File: src/rtl/ext_pkg.sv
// Shared types for the immediate/load-data extender: mode encoding and
// skid-buffer occupancy states.
package ext_pkg;

   typedef enum logic [2:0] {
      SEXT     = 3'b000,
      ZEXT     = 3'b001,
      HIGH     = 3'b010,
      SEXT_SHL = 3'b011,
      LB       = 3'b100,
      LBU      = 3'b101,
      LH       = 3'b110,
      LHU      = 3'b111
   } ext_mode_e;

   typedef enum logic [1:0] {
      S_EMPTY = 2'b00,
      S_ONE   = 2'b01,
      S_TWO   = 2'b10
   } skid_state_e;

endpackage

File: src/rtl/ext_core.sv
// Combinational extender: immediate sign/zero/high/shifted extension and
// byte/half load extraction with half-word misalignment detection.
module ext_core
   import ext_pkg::*;
#(
   parameter  int IMM_W  = 16,
   parameter  int DATA_W = 32,
   parameter  int SHIFT  = 2,
   localparam int OFF_W  = $clog2(DATA_W / 8)
) (
   input  ext_mode_e         mode,
   input  logic [DATA_W-1:0] data,
   input  logic [OFF_W-1:0]  off,
   output logic [DATA_W-1:0] result,
   output logic              misalign
);

   localparam int PAD = DATA_W - IMM_W;

   logic [IMM_W-1:0]  imm;
   logic [DATA_W-1:0] sext;
   logic [7:0]        lbyte;
   logic [15:0]       lhalf;
   logic              half_bad;

   always_comb begin
      imm      = data[IMM_W-1:0];
      sext     = {{PAD{imm[IMM_W-1]}}, imm};
      lbyte    = 8'(data >> {off, 3'b000});
      lhalf    = 16'(data >> {off, 3'b000});
      // odd offset, or a half that would run past the top of the word
      half_bad = off[0] || (int'(off) > (DATA_W / 8 - 2));
      result   = '0;
      misalign = 1'b0;
      unique case (mode)
         SEXT:     result = sext;
         ZEXT:     result = {{PAD{1'b0}}, imm};
         HIGH:     result = {imm, {PAD{1'b0}}};
         SEXT_SHL: result = sext << SHIFT;
         LB:       result = {{(DATA_W-8){lbyte[7]}}, lbyte};
         LBU:      result = {{(DATA_W-8){1'b0}}, lbyte};
         LH: begin
            if (half_bad) misalign = 1'b1;
            else          result   = {{(DATA_W-16){lhalf[15]}}, lhalf};
         end
         LHU: begin
            if (half_bad) misalign = 1'b1;
            else          result   = {{(DATA_W-16){1'b0}}, lhalf};
         end
      endcase
   end

endmodule

File: src/rtl/ext_pipe.sv
// Registered valid/ready stage around ext_core with a two-entry skid buffer;
// in_ready is a flop so out_ready never reaches it combinationally.
module ext_pipe
   import ext_pkg::*;
#(
   parameter  int IMM_W  = 16,
   parameter  int DATA_W = 32,
   parameter  int SHIFT  = 2,
   localparam int OFF_W  = $clog2(DATA_W / 8)
) (
   input  logic              clk,
   input  logic              reset,
   input  logic              flush,
   input  logic              in_valid,
   output logic              in_ready,
   input  logic [2:0]        in_mode,
   input  logic [DATA_W-1:0] in_data,
   input  logic [OFF_W-1:0]  in_off,
   output logic              out_valid,
   input  logic              out_ready,
   output logic [DATA_W-1:0] out_data,
   output logic              out_misalign,
   output logic [15:0]       out_cnt
);

   logic [DATA_W-1:0] res;
   logic              res_mis;

   ext_core #(
      .IMM_W  (IMM_W),
      .DATA_W (DATA_W),
      .SHIFT  (SHIFT)
   ) u_core (
      .mode     (ext_mode_e'(in_mode)),
      .data     (in_data),
      .off      (in_off),
      .result   (res),
      .misalign (res_mis)
   );

   skid_state_e       state_q, state_d;
   logic [DATA_W-1:0] main_data_q, main_data_d, skid_data_q, skid_data_d;
   logic              main_mis_q, main_mis_d, skid_mis_q, skid_mis_d;
   logic              in_ready_q, in_ready_d;
   logic [15:0]       cnt_q, cnt_d;
   logic              accept, xfer;

   always_comb begin
      accept      = in_valid && in_ready_q;
      xfer        = (state_q != S_EMPTY) && out_ready;
      state_d     = state_q;
      main_data_d = main_data_q;
      main_mis_d  = main_mis_q;
      skid_data_d = skid_data_q;
      skid_mis_d  = skid_mis_q;
      unique case (state_q)
         S_EMPTY: if (accept) begin
            state_d     = S_ONE;
            main_data_d = res;
            main_mis_d  = res_mis;
         end
         S_ONE: begin
            if (accept && xfer) begin
               main_data_d = res;
               main_mis_d  = res_mis;
            end else if (accept) begin
               state_d     = S_TWO;
               skid_data_d = res;
               skid_mis_d  = res_mis;
            end else if (xfer) begin
               state_d = S_EMPTY;
            end
         end
         S_TWO: if (xfer) begin
            state_d     = S_ONE;
            main_data_d = skid_data_q;
            main_mis_d  = skid_mis_q;
         end
         default: state_d = S_EMPTY;
      endcase
      if (flush) state_d = S_EMPTY;
      in_ready_d = (state_d != S_TWO);
      cnt_d      = xfer ? cnt_q + 16'd1 : cnt_q;
   end

   always_ff @(posedge clk or negedge reset) begin
      if (!reset) begin
         state_q     <= S_EMPTY;
         main_data_q <= '0;
         main_mis_q  <= 1'b0;
         skid_data_q <= '0;
         skid_mis_q  <= 1'b0;
         in_ready_q  <= 1'b1;
         cnt_q       <= '0;
      end else begin
         state_q     <= state_d;
         main_data_q <= main_data_d;
         main_mis_q  <= main_mis_d;
         skid_data_q <= skid_data_d;
         skid_mis_q  <= skid_mis_d;
         in_ready_q  <= in_ready_d;
         cnt_q       <= cnt_d;
      end
   end

   assign in_ready     = in_ready_q;
   assign out_valid    = (state_q != S_EMPTY);
   assign out_data     = main_data_q;
   assign out_misalign = main_mis_q;
   assign out_cnt      = cnt_q;

endmodule

File: config.mk
export PLATFORM = sky130hd
export DESIGN_NAME = ext_pipe
export DESIGN_NICKNAME = d
export VERILOG_FILES = /design/src/rtl/ext_pkg.sv /design/src/rtl/ext_core.sv /design/src/rtl/ext_pipe.sv
export SDC_FILE = /design/constraint.sdc
export NUM_CORES = 1
export LEC_CHECK = 0
export ABC_AREA = 1
export BUFFER_PORTS_ARGS = -buffer_cell sky130_fd_sc_hd__buf_2
export CORE_ASPECT_RATIO = 0.5
export CORE_MARGIN = 1.5
export CORE_UTILIZATION = 55
export CTS_BUF_LIST = sky130_fd_sc_hd__clkbuf_8
export CTS_CLUSTER_DIAMETER = 30
export DETAILED_ROUTE_END_ITERATION = 10
export HOLD_SLACK_MARGIN = 0.06
export MAX_ROUTING_LAYER = met4
export PLACE_DENSITY = 0.76
export SLEW_MARGIN = 10
export SYNTH_ARGS = -nofsm -noshare
export SYNTH_HDL_FRONTEND = slang
export SYNTH_HIERARCHICAL = 1
export SYNTH_SLANG_ARGS = --single-unit
File: constraint.sdc
create_clock -name clk -period 3.1 [get_ports clk]
set_input_delay 0.31 -clock clk [delete_from_list [all_inputs] [get_ports clk]]
set_output_delay 0.31 -clock clk [all_outputs]
set_load 0.02 [all_outputs]
==> summary.txt, run 1 <==
Run status
  • Run status: finished clean

Worst setup path
  • Reg-to-reg critical path startpoint: in_ready
  • Number of cell instances on the worst register-to-register path: 6
  • Cell mode on critical path: sky130_fd_sc_hd__nor2_1
  • Largest stage delay on the critical path: between 600 and 700 ps
  • Arrival @ worst endpoint: roughly 2400 ps
  • Critical-path cell with the highest stage delay: sky130_fd_sc_hd__nand3_2
  • Worst R2R Setup Slack: between 900 and 1000 ps
  • Data required time of the worst path: approximately 3400 ps
  • Critical Path Source: in_ready
  • Sort of element at the start of the critical path: flip-flop
  • Max Fanout on Critical Path: 44
  • Timing endpoint of the critical path: skid_data_q[3]
  • Type of element capturing the critical path: flip-flop
  • Worst path cell trace: nand2_1 > nor2_1 > nand3_2 > buf_4 > nor2_1 > a21oi_1
  • Setup CP Type: reg -> reg
  • Worst R2R End: skid_data_q[3]

Finish
  • Area growth from synthesis to final layout: 12.21%
  • Final core area utilization: 63.49%
  • Diode count: 0
  • Number of nets in the final layout: slightly below 800
  • Number of standard cells in the layout, taps in and fillers out: slightly below 900
  • Fill cell count: around 830
  • Fraction of final layout cells sized beyond drive strength 1: 17.99%

Pwr
  • Maximum ir drop on the vdd rail: between 300 and 400 uV
  • Leakage power summed over all cells: ~0.0031 uW
  • Pwr Density: approximately 570 mW/mm^2

Logic synthesis
  • Compound-Gate Fraction of Synth Area: a little over an eighth
  • Yosys top cell by area: sky130_fd_sc_hd__dfrtp_1
  • Dominant combinational cell family by area after synthesis: simple AND/OR/NAND/NOR gates
  • Syn_nets: a little over 700
  • Yosys cell types: 33
  • Cell count after synthesis: between 600 and 700
  • Simple-gate portion of the synthesized area: between 30 and 40%
  • Post-Synthesis Mean Instance Area: around 7.3 um^2
  • Top cells by area, synth: sky130_fd_sc_hd__dfrtp_1, sky130_fd_sc_hd__nand2_1, sky130_fd_sc_hd__o21ai_0
  • Total number of yosys warnings: 6
  • Yosys top cell area share: about 43%
  • Number of storage elements in the synthesis netlist: 85
  • Cell area after synthesis: roughly 0.0049 mm^2
  • Multiplexer share of the synthesized area: 0%
  • Arithmetic-cell share of the synthesized area counting full adders, half adders and majority gates: less than 1%
  • Fraction of registers with async set or reset after synthesis: 100.0%
  • Most common flop cell mapped by yosys: sky130_fd_sc_hd__dfrtp_1
  • EDFF count, synth: 0
  • Fraction of synthesized cell area in xor and xnor cells: 1.955%
  • Sequential area share after synthesis: between 40% and 50%

Floorplan
  • Die outline area: 0.009570 mm^2
  • Die Ht: 69.93 um
  • Die width: approximately 140 um
  • Area of the placeable core: approximately 0.0087 mm^2
  • Placement row count: 24
  • Starting utilization of the core area: a little under three fifths
  • Total I/O pin count: a little over 90

GRT
  • Pin count of the biggest net entering global routing: 86
  • Remaining Overflow, GRT: 0
  • Global-route wire length before repair: between 20,000 and 25,000 um
  • Antenna violations before repair: 0
  • Via count of the first global-routing pass: around 4,100
  • GRT Resource Usage Total: 27.90%

Routing
  • Via Count: about 4,500
  • Number of DRC violations after detailed-routing iteration 0: approximately 400
  • Detailed route wirelength on metal2: 5012 um
  • Via density per instance: 5.210
  • Average wire length per cell after detail routing: approximately 14 um
  • Wire length after detailed routing: between 10,000 and 15,000 um
  • Wire length the detailed router placed on met1: roughly 6100 um
  • Routed wl met3: between 900 and 1000 um
  • Detailed Routing Iterations Pass 1: 5
  • Antenna-violating nets left: 0
  • Number of remaining DRC errors: 0
  • Top routing layer used: met4

Clock network
  • Number of H-tree branching levels: 3
  • Clock transition at the register clock pins on the worst setup and hold paths after CTS: ~90 ps
  • Maximum clock insertion buffer count: 2
  • Total clock buffers created by CTS: 9
  • Clock tree sinks: 85
  • Gates resized, CTS repair: 0
  • Post-CTS Repair Setup Buffers: 0
  • CTS tree: built
  • Hold-fix buffer count after cts: 0
  • CTS Root Cell: sky130_fd_sc_hd__clkbuf_8
  • Source-to-sink clock delay at the later pin of the worst-skew pair: about 370 ps

STA
  • RSZ-0062 raised after global routing: no
  • Final Setup Violations: 0
  • Worst rel slew slack: 28.43%
  • Final Hold Fails: 0
  • Setup_tns: 0 ps
  • Minimum period implied by the final worst setup slack: between 2000 and 2500 ps
  • Period utilization: a little over two thirds
  • Slew at the pin closest to its max-slew limit: approximately 1100 ps
  • Final worst clock skew: about 7.2 ps
  • Peak clock frequency supported by timing: 458.1 MHz
  • Slew Viols, Final: 0

Placed design
  • Final weighted congestion of routability-driven global placement: between 0.9 and 1
  • Count of buffers from port buffering: between 90 and 100
  • Total half-perimeter wirelength after legalization and detailed placement: 8723 um
  • Total instance count after detailed placement: ~860

Hold path
  • Classification of the worst-slack hold path: in -> reg
  • Number of cells on the worst hold path: 2

Run
  • Number of violations of the max-capacitance limit: 0
[layer usage]
layer  global-route usage (%)  up-vias
li1                         -     2303
met1                    41.64     2091
met2                    38.92      148
met3                    7.117        6
met4                    4.444        0
met5                        -        -
[worst min path at each step]
stage	startpoint	to	slack, ps
after floorplan	reset	out_cnt[0]	10
after global placement	skid_data_q[31]	skid_data_q[31]	460
after detailed placement	skid_data_q[31]	skid_data_q[31]	470
after CTS	flush	state_q[1]	90
after global routing	flush	state_q[1]	100
final	flush	state_q[1]	100
[registers in the layout, indices dropped and copies added (netlist names)]
name	count
state_q	2
out_data	32
skid_data_q	32
out_misalign	1
skid_mis_q	1
out_cnt	16
in_ready	1
[power breakdown]
group	total, uW	internal, uW	switching (uW)
Combinational	846	278	568
Sequential	1450	1340	112
Clock	826	418	409
[cell families (layout without fill, tap and decap cells)]
kind of cell / Yosys count / count (layout)
AO/OA/AOI/OAI: 127 / 127
AND/OR/NAND/NOR: 346 / 346
adder cells (fa/ha/maj): 1 / 1
buffers and inverters: 109 / 186
flip-flops: 85 / 85
XOR/XNOR: 11 / 11
[layout by cell type, fill, tap and decap left out, drive strengths merged, types with 2 or more instances in the layout]
cell type	synthesis	routed
o21a	3	3
buf	26	95
xnor2	4	4
dfrtp	84	84
nand3	35	35
o21ai	80	80
clkbuf	8	11
nor2	102	102
inv	75	77
xor2	7	7
a21oi	42	42
nand2	183	183
o22ai	2	2
nor3	4	4
nand4	21	21
[synth_stat cells, types with 4 or more instances]
| cell | count |
|---|---|
| sky130_fd_sc_hd__nand3_1 | 30 |
| sky130_fd_sc_hd__inv_1 | 70 |
| sky130_fd_sc_hd__clkbuf_1 | 4 |
| sky130_fd_sc_hd__xor2_1 | 7 |
| sky130_fd_sc_hd__clkbuf_2 | 4 |
| sky130_fd_sc_hd__xnor2_1 | 4 |
| sky130_fd_sc_hd__buf_6 | 8 |
| sky130_fd_sc_hd__nand4_1 | 21 |
| sky130_fd_sc_hd__inv_2 | 4 |
| sky130_fd_sc_hd__buf_4 | 10 |
| sky130_fd_sc_hd__nor2_1 | 95 |
| sky130_fd_sc_hd__a21oi_1 | 41 |
| sky130_fd_sc_hd__buf_2 | 8 |
| sky130_fd_sc_hd__o21ai_0 | 77 |
| sky130_fd_sc_hd__nand2_1 | 178 |
| sky130_fd_sc_hd__dfrtp_1 | 84 |
| sky130_fd_sc_hd__nand2_2 | 4 |
| sky130_fd_sc_hd__nand3_2 | 5 |
[final cells by class]
class / count / area, um^2 / share of cell area [%]
Timing Repair Buffer: 95 / 485.5 / 8.780
Sequential cell: 85 / 2128 / 38.49
Tap cell: 117 / 146.4 / 2.648
Clock buffer: 11 / 151.4 / 2.738
Inverter: 75 / 284.0 / 5.137
Multi-Input combinational cell: 485 / 2275 / 41.14
Clock inverter: 5 / 58.81 / 1.064
[per-stage QoR]
step / area, um^2 / power (uW) / hold slack [ps] / setup slack, ps
after floorplan: 4927 / 2043 / 14.41 / 1621
after global placement: 5319 / 2294 / 463.6 / 1014
after CTS: 5529 / 3149 / 90.81 / 955.3
final: 5529 / 3127 / 103.1 / 917.1
after detailed placement: 5319 / 2323 / 468.5 / 968.8
after global routing: 5529 / 3333 / 101.6 / 716.7
[critical path: cells and delay by family (launching register included)]
kind / cells / cell delay, ps
AOI/OAI and AO/OA: 1 / 60
buffers and inverters: 1 / 500
DFF: 1 / 530
and+or+nand+nor: 4 / 960
Power figures use the tool's default switching activity.
==> run 2, diff against run 1 <==
ABC_AREA = 0   (was 1)
CORE_UTILIZATION = 51   (was 55)
PLACE_DENSITY = 0.75   (was 0.76)
clock period = 1.8 ns   (was 3.1 ns; I/O delays follow)
==> summary.txt, run 2 <==
Run status
  • Run status: finished clean

Floorplan
  • Die Ht: 69.09 um (-1.2%)
  • Placement row count: 23 (-4.2%)
  • Total I/O pin count: 93 (unchanged)
  • Area of the placeable core: 0.008230 mm^2 (-5.5%)
  • Die width: 135.2 um (-1.2%)
  • Starting utilization of the core area: 54.12% (-2.5 points)
  • Die outline area: 0.009338 mm^2 (-2.4%)

Placed design
  • Count of buffers from port buffering: 92 (unchanged)
  • DP Area: 0.005085 mm^2 (-4.4%)
  • Final weighted congestion of routability-driven global placement: 0.8717 (-3.9%)
  • Total half-perimeter wirelength after legalization and detailed placement: 7697 um (-12%)

Hold path
  • Classification of the worst-slack hold path: in -> reg

Logic synthesis
  • Yosys top cell area share: 47.19% (+4.5 points)
  • Top cells by area, synth: sky130_fd_sc_hd__dfrtp_1, sky130_fd_sc_hd__mux2_2, sky130_fd_sc_hd__nand2_1
  • EDFF count, synth: 0 (unchanged)
  • Compound-Gate Fraction of Synth Area: 12.61% (-0.80 points)
  • Syn_nets: 501 (-31%)
  • Dominant combinational cell family by area after synthesis: simple AND/OR/NAND/NOR gates
  • Cell with the most instances after synthesis: sky130_fd_sc_hd__nand2_1
  • Most common library cells after synthesis: sky130_fd_sc_hd__nand2_1, sky130_fd_sc_hd__dfrtp_1, sky130_fd_sc_hd__mux2_2, sky130_fd_sc_hd__nor2_1, sky130_fd_sc_hd__a31oi_1
  • Yosys top cell by area: sky130_fd_sc_hd__dfrtp_1
  • Arithmetic-cell share of the synthesized area counting full adders, half adders and majority gates: 0.2809% (+0.027 points)
  • Post-Synthesis Mean Instance Area: 9.725 um^2 (+34%)
  • Most common flop cell mapped by yosys: sky130_fd_sc_hd__dfrtp_1
  • Number of storage elements in the synthesis netlist: 85 (unchanged)
  • Fraction of registers with async set or reset after synthesis: 100.0% (unchanged)
  • Total number of yosys warnings: 6 (unchanged)
  • Multiplexer share of the synthesized area: 11.43% (+11 points)
  • Yosys cell types: 48 (+45%)
  • Cell count after synthesis: 458 (-33%)
  • Simple-gate portion of the synthesized area: 20.08% (-10 points)
  • Fraction of synthesized cell area in xor and xnor cells: 2.949% (+0.99 points)
  • Cell area after synthesis: 0.004454 mm^2 (-9.6%)
  • Sequential area share after synthesis: 47.78% (+4.6 points)

STA
  • Setup_tns: 0 ps (unchanged)
  • Final Hold Fails: 0 (unchanged)
  • Worst rel slew slack: 47.07% (+19 points)
  • Period utilization: 91.50% (+21 points)
  • Final worst clock skew: 7.766 ps (+0.5949 ps)
  • Minimum period implied by the final worst setup slack: 1647 ps (-535.9 ps)
  • RSZ-0062 raised after global routing: no
  • Final Setup Violations: 0 (unchanged)
  • Peak clock frequency supported by timing: 607.1 MHz (+33%)
  • Slew at the pin closest to its max-slew limit: 790.4 ps (-283.0 ps)
  • Slew Viols, Final: 0 (unchanged)

Clock network
  • Post-CTS Repair Setup Buffers: 0 (unchanged)
  • CTS Root Cell: sky130_fd_sc_hd__clkbuf_8
  • Total clock buffers created by CTS: 9 (unchanged)
  • Source-to-sink clock delay at the later pin of the worst-skew pair: 360 ps (about the same)
  • Maximum clock insertion buffer count: 2 (unchanged)
  • Clock tree sinks: 85 (unchanged)
  • Number of H-tree branching levels: 3 (unchanged)
  • CTS tree: built
  • Clock transition at the register clock pins on the worst setup and hold paths after CTS: 90 ps (about the same)

Worst setup path
  • Sort of element at the start of the critical path: flip-flop
  • Largest stage delay on the critical path: 550 ps (-110 ps)
  • Worst path cell trace: nand2_2 > nor3b_4 > buf_12 > mux2_2
  • Critical-path cell with the highest stage delay: sky130_fd_sc_hd__dfstp_2
  • Max Fanout on Critical Path: 33 (-25%)
  • Data required time of the worst path: 2050 ps (-1300 ps)
  • Setup CP Type: reg -> reg
  • Worst R2R Setup Slack: 150 ps (-760 ps)
  • Type of element capturing the critical path: flip-flop
  • Arrival @ worst endpoint: 1890 ps (-550 ps)

GRT
  • GRT Resource Usage Total: 25.81% (-2.1 points)
  • Antenna violations before repair: 0 (unchanged)
  • Remaining Overflow, GRT: 0 (unchanged)
  • Global-route wire length before repair: 18,300 um (-9.1%)
  • Pin count of the biggest net entering global routing: 67 (-22%)
  • Via count of the first global-routing pass: 3,570 (-13%)

Routing
  • Antenna-violating nets left: 0 (unchanged)
  • Wire length after detailed routing: 11,110 um (-8.2%)
  • Via Count: 3,817 (-16%)
  • Average wire length per cell after detail routing: 16.75 um (+21%)
  • Number of remaining DRC errors: 0 (unchanged)
  • Via density per instance: 5.757 (+11%)
  • Number of DRC violations after detailed-routing iteration 0: 296 (-26%)
  • Detailed Routing Iterations Pass 1: 5 (unchanged)

Finish
  • Final core area utilization: 64.69% (+1.2 points)
  • Final standard cell area without fillers: 0.005324 mm^2 (-3.7%)
  • Diode count: 0 (unchanged)
  • Number of nets in the final layout: 589 (-26%)
  • Fraction of final layout cells sized beyond drive strength 1: 31.76% (+14 points)
  • Commonest non-fill, non-tap cells in the layout: sky130_fd_sc_hd__nand2_1, sky130_fd_sc_hd__buf_2, sky130_fd_sc_hd__dfrtp_1
  • Most common cell after layout, fill and taps aside: sky130_fd_sc_hd__nand2_1
  • Area growth from synthesis to final layout: 19.52%

Pwr
  • Proportion of power drawn by flip-flops and latches: 47.2% (+0.7 points)
  • Leakage power summed over all cells: 0.002499 uW (-19%)
  • Part of the power in the clock network: 26.9% (+0.5 points)
  • Int Pwr: 3700 uW (+82%)
  • Switching power total: 1773 uW (+63%)
  • Maximum ir drop on the vdd rail: 630.2 uV (+88%)
  • Gate power share: 25.9% (-1.2 points)
  • Switch share: 32.39% (-2.4 points)
  • Pwr Density: 1028 mW/mm^2 (+82%)

Run
  • Number of violations of the max-capacitance limit: 0 (unchanged)
## run 2: layout make-up
class | instances | area (um^2)
clock inverter | 7 | 91.34
clock buffer | 9 | 123.9
sequential | 85 | 2130
inverter | 12 | 45.04
tap | 112 | 140.1
multi-input combinational | 329 | 2123
fill | 709 | 2907
timing repair buffer | 109 | 670.6
## run 2: logic make-up after synthesis
group,count (synthesis)
AND/OR/NAND/NOR,188
adder cells (fa/ha/maj),1
multiplexers,44
flip-flops,85
AO/OA/AOI/OAI,81
XOR/XNOR,15
buffers and inverters,44
## run 2: layer usage
layer  GRT usage (%)  share of wire (%)  up-vias
met5               -                  0        -
met4           6.691               0.82        0
met3           6.696                7.6       13
met2           38.44                 46      150
met1           35.21                 45     1859
li1                -                  -     1795
## run 2: path summary, 6_finish.rpt
kind / endpoint / startpoint / cells past startpoint
max in group asynchronous: skid_data_q[17] / reset / 3
min in group asynchronous: out_data[8] / reset / 2
setup / recovery: skid_data_q[29] / in_ready / 4
setup reg to reg: skid_data_q[29] / in_ready / 4
hold / removal: in_ready / out_ready / 2
hold reg to reg: out_cnt[15] / out_cnt[15] / 1
## run 2: metrics by stage
stage | total power, uW | hold WS [ps] | setup WS, ps | instances
3_3_place_gp | 3972 | 171.3 | 98.10 | 645
2_1_floorplan | 3495 | -115.6 | 104.5 | 458
5_1_grt | 5783 | 148.4 | 55.67 | 663
6_report | 5473 | 135.9 | 152.9 | 663
4_1_cts | 5503 | 124.7 | 74.11 | 663
3_5_place_dp | 4032 | 172.0 | 25.85 | 645
## run 2: timing repair
action	in CTS	in global routing
endpoints found under the hold margin	34	0
resized for setup	0	2
endpoints found under the setup margin	0	2
hold buffers	2	0
## run 2: power groups by stage
| stage | Sequential [uW] | Combinational, uW | Clock, uW |
|---|---|---|---|
| floorplan | 2810 | 684 | 0 |
| global route | 2640 | 1560 | 1580 |
| CTS | 2580 | 1420 | 1500 |
| detailed placement | 2610 | 1420 | 0 |
| global placement | 2590 | 1380 | 0 |
| finish | 2580 | 1420 | 1470 |
## run 2: worst max-delay path, delay by kind of cell, from the launching register on
| family | cells | cell delay [ps] |
|---|---|---|
| DFF | 1 | 550 |
| muxes | 1 | 370 |
| and+or+nand+nor | 2 | 340 |
| buffers and inverters | 1 | 250 |
==> run 3, diff against run 2 <==
CORE_ASPECT_RATIO = unset   (was 0.5)
==> summary.txt, run 3 (synthesized netlist as in run 2, its figures left out) <==
Worst setup path
  • Largest stage delay on the critical path: 450 ps (-100 ps)
  • Arrival @ worst endpoint: 1930 ps (+40 ps)
  • Largest delay share family, worst path: simple AND/OR/NAND/NOR gates
  • Critical-path cell with the highest stage delay: sky130_fd_sc_hd__dfrtp_2
  • Max Fanout on Critical Path: 9 (-73%)
  • Setup CP Type: reg -> reg
  • Sort of element at the start of the critical path: flip-flop
  • Type of element capturing the critical path: flip-flop
  • Worst path cell trace: and2b_1 > nor3b_4 > buf_4 > clkbuf_16 > mux2_2
  • Sum of buffers and inverters on the critical path: 2 (+1)
  • Data required time of the worst path: 2030 ps (-20 ps)

Placed design
  • Count of buffers from port buffering: 92 (unchanged)
  • Final weighted congestion of routability-driven global placement: 0.9240 (+6.0%)
  • Worst setup timing slack at the placement stage: 7.251 ps (-18.60 ps)
  • Total half-perimeter wirelength after legalization and detailed placement: 7477 um (-2.9%)

STA
  • Period utilization: 94.48% (+3.0 points)
  • Final worst clock skew: 8.317 ps (+0.5513 ps)
  • Minimum period implied by the final worst setup slack: 1701 ps (+53.51 ps)
  • Slew Viols, Final: 0 (unchanged)
  • Final Setup Violations: 0 (unchanged)
  • Worst rel slew slack: 58.72% (+12 points)
  • Peak clock frequency supported by timing: 588.0 MHz (-3.1%)
  • Setup_tns: 0 ps (unchanged)
  • Final Hold Fails: 0 (unchanged)
  • Slew at the pin closest to its max-slew limit: 616.0 ps (-174.5 ps)
  • Final critical-path setup slack: 99.43 ps (-53.51 ps)
  • RSZ-0062 raised after global routing: no
  • Smallest hold slack: 145.3 ps (+9.344 ps)

Clock network
  • Clock transition at the register clock pins on the worst setup and hold paths after CTS: 90 ps (about the same)
  • Total clock buffers created by CTS: 9 (unchanged)
  • Number of H-tree branching levels: 3 (unchanged)
  • Clock tree sinks: 85 (unchanged)
  • Maximum clock insertion buffer count: 2 (unchanged)
  • Source-to-sink clock delay at the later pin of the worst-skew pair: 350 ps (about the same)
  • CTS Root Cell: sky130_fd_sc_hd__clkbuf_8
  • CTS tree: built

Routing
  • Number of DRC violations after detailed-routing iteration 0: 225 (-24%)
  • Via density per instance: 5.809 (+0.90%)
  • Top routing layer used: met4
  • Via Count: 3,828 (+0.29%)
  • Detailed Routing Iterations Pass 1: 5 (unchanged)
  • Routed wl met3: 675 um (-20%)
  • Wire length after detailed routing: 11,370 um (+2.4%)
  • Detailed route wirelength on metal2: 5331 um (+3.8%)
  • Average wire length per cell after detail routing: 17.25 um (+3.0%)
  • Number of remaining DRC errors: 0 (unchanged)
  • Wire length the detailed router placed on met1: 5170 um (+2.7%)
  • Antenna-violating nets left: 0 (unchanged)

Run status
  • Run status: finished clean

GRT
  • Antenna violations before repair: 0 (unchanged)
  • Remaining Overflow, GRT: 0 (unchanged)
  • Global-route wire length before repair: 17,530 um (-4.2%)
  • Pin count of the biggest net entering global routing: 67 (unchanged)
  • Via count of the first global-routing pass: 3,453 (-3.3%)
  • GRT Resource Usage Total: 25.87% (+0.062 points)

Pwr
  • Maximum ir drop on the vdd rail: 591.9 uV (-6.1%)
  • Pwr Density: 1028 mW/mm^2 (about the same)
  • Leakage power summed over all cells: 0.002535 uW (+1.4%)

Finish
  • Number of nets in the final layout: 593 (+0.68%)
  • Fraction of final layout cells sized beyond drive strength 1: 32.13% (+0.37 points)
  • Area growth from synthesis to final layout: 20.96%
  • Most common cell after layout, fill and taps aside: sky130_fd_sc_hd__nand2_1
  • Diode count: 0 (unchanged)
  • Commonest non-fill, non-tap cells in the layout: sky130_fd_sc_hd__nand2_1, sky130_fd_sc_hd__buf_2, sky130_fd_sc_hd__dfrtp_1

Run
  • Number of violations of the max-capacitance limit: 0 (unchanged)

Floorplan
  • Area of the placeable core: 0.008341 mm^2 (+1.3%)
  • Die outline area: 0.009304 mm^2 (-0.37%)
  • Starting utilization of the core area: 53.41% (-0.71 points)
  • Die Ht: 96.46 um (+40%)
  • Total I/O pin count: 93 (unchanged)
  • Placement row count: 33 (+43%)
  • Die width: 96.46 um (-29%)

Hold path
  • Classification of the worst-slack hold path: in -> reg
-- run 3: cell count changes in the layout (fill, tap and decap cells not counted) --
cell,before,now
sky130_fd_sc_hd__clkbuf_8,9,11
sky130_fd_sc_hd__clkinv_2,2,0
sky130_fd_sc_hd__buf_12,6,7
sky130_fd_sc_hd__buf_4,10,11
sky130_fd_sc_hd__buf_6,0,1
sky130_fd_sc_hd__clkbuf_16,0,1
sky130_fd_sc_hd__clkinv_4,2,1
-- run 3: layout make-up --
cell class	count	area (um^2)
Inverter	12	45.04
Tap cell	105	131.4
Sequential cell	85	2130
Fill cell	683	2953
Clock inverter	4	72.57
Clock buffer	11	151.4
Multi-Input combinational cell	329	2123
Timing Repair Buffer	113	734.5
-- run 3: repair_timing --
| action | 4_1_cts | 5_1_grt |
|---|---|---|
| endpoints found under the setup margin | 0 | 33 |
| hold buffers | 2 | 0 |
| hold endpoints to repair | 39 | 0 |
| setup buffers | 0 | 2 |
| resized for setup | 0 | 2 |
-- run 3: path summary, 6_finish.rpt --
kind | startpoint | endpoint | slack, ps | cells after the start
worst max-delay path | state_q[0] | skid_data_q[23] | 100 | 5
worst min-delay path | out_ready | in_ready | 150 | 2
worst max register to register | state_q[0] | skid_data_q[23] | 100 | 5
worst min register to register | out_cnt[15] | out_cnt[15] | 480 | 1
max in group asynchronous | reset | out_cnt[12] | 910 | 3
min in group asynchronous | reset | out_data[8] | 360 | 2
-- run 3: metal layers --
metal	track usage, %	vias up
li1	-	1804
met1	35.22	1845
met2	39.22	159
met3	4.930	20
met4	8.213	0
met5	-	-
-- run 3: power by group --
group	leakage [uW]	switching (uW)	internal, uW
sequential	0.00106	256	2320
clock	0.000117	685	849
combinational	0.00136	816	609
-- run 3: through the flow --
| stage | cells | instance area [um^2] | util (%) | total power (uW) |
|---|---|---|---|---|
| final | 659 | 5388 | 64.60 | 5538 |
| after global placement | 638 | 5089 | 61.01 | 3960 |
| after CTS | 655 | 5333 | 63.94 | 5550 |
| after detailed placement | 638 | 5089 | 61.01 | 4025 |
| after floorplan | 458 | 4454 | - | 3495 |
| after global routing | 659 | 5388 | 64.60 | 5834 |
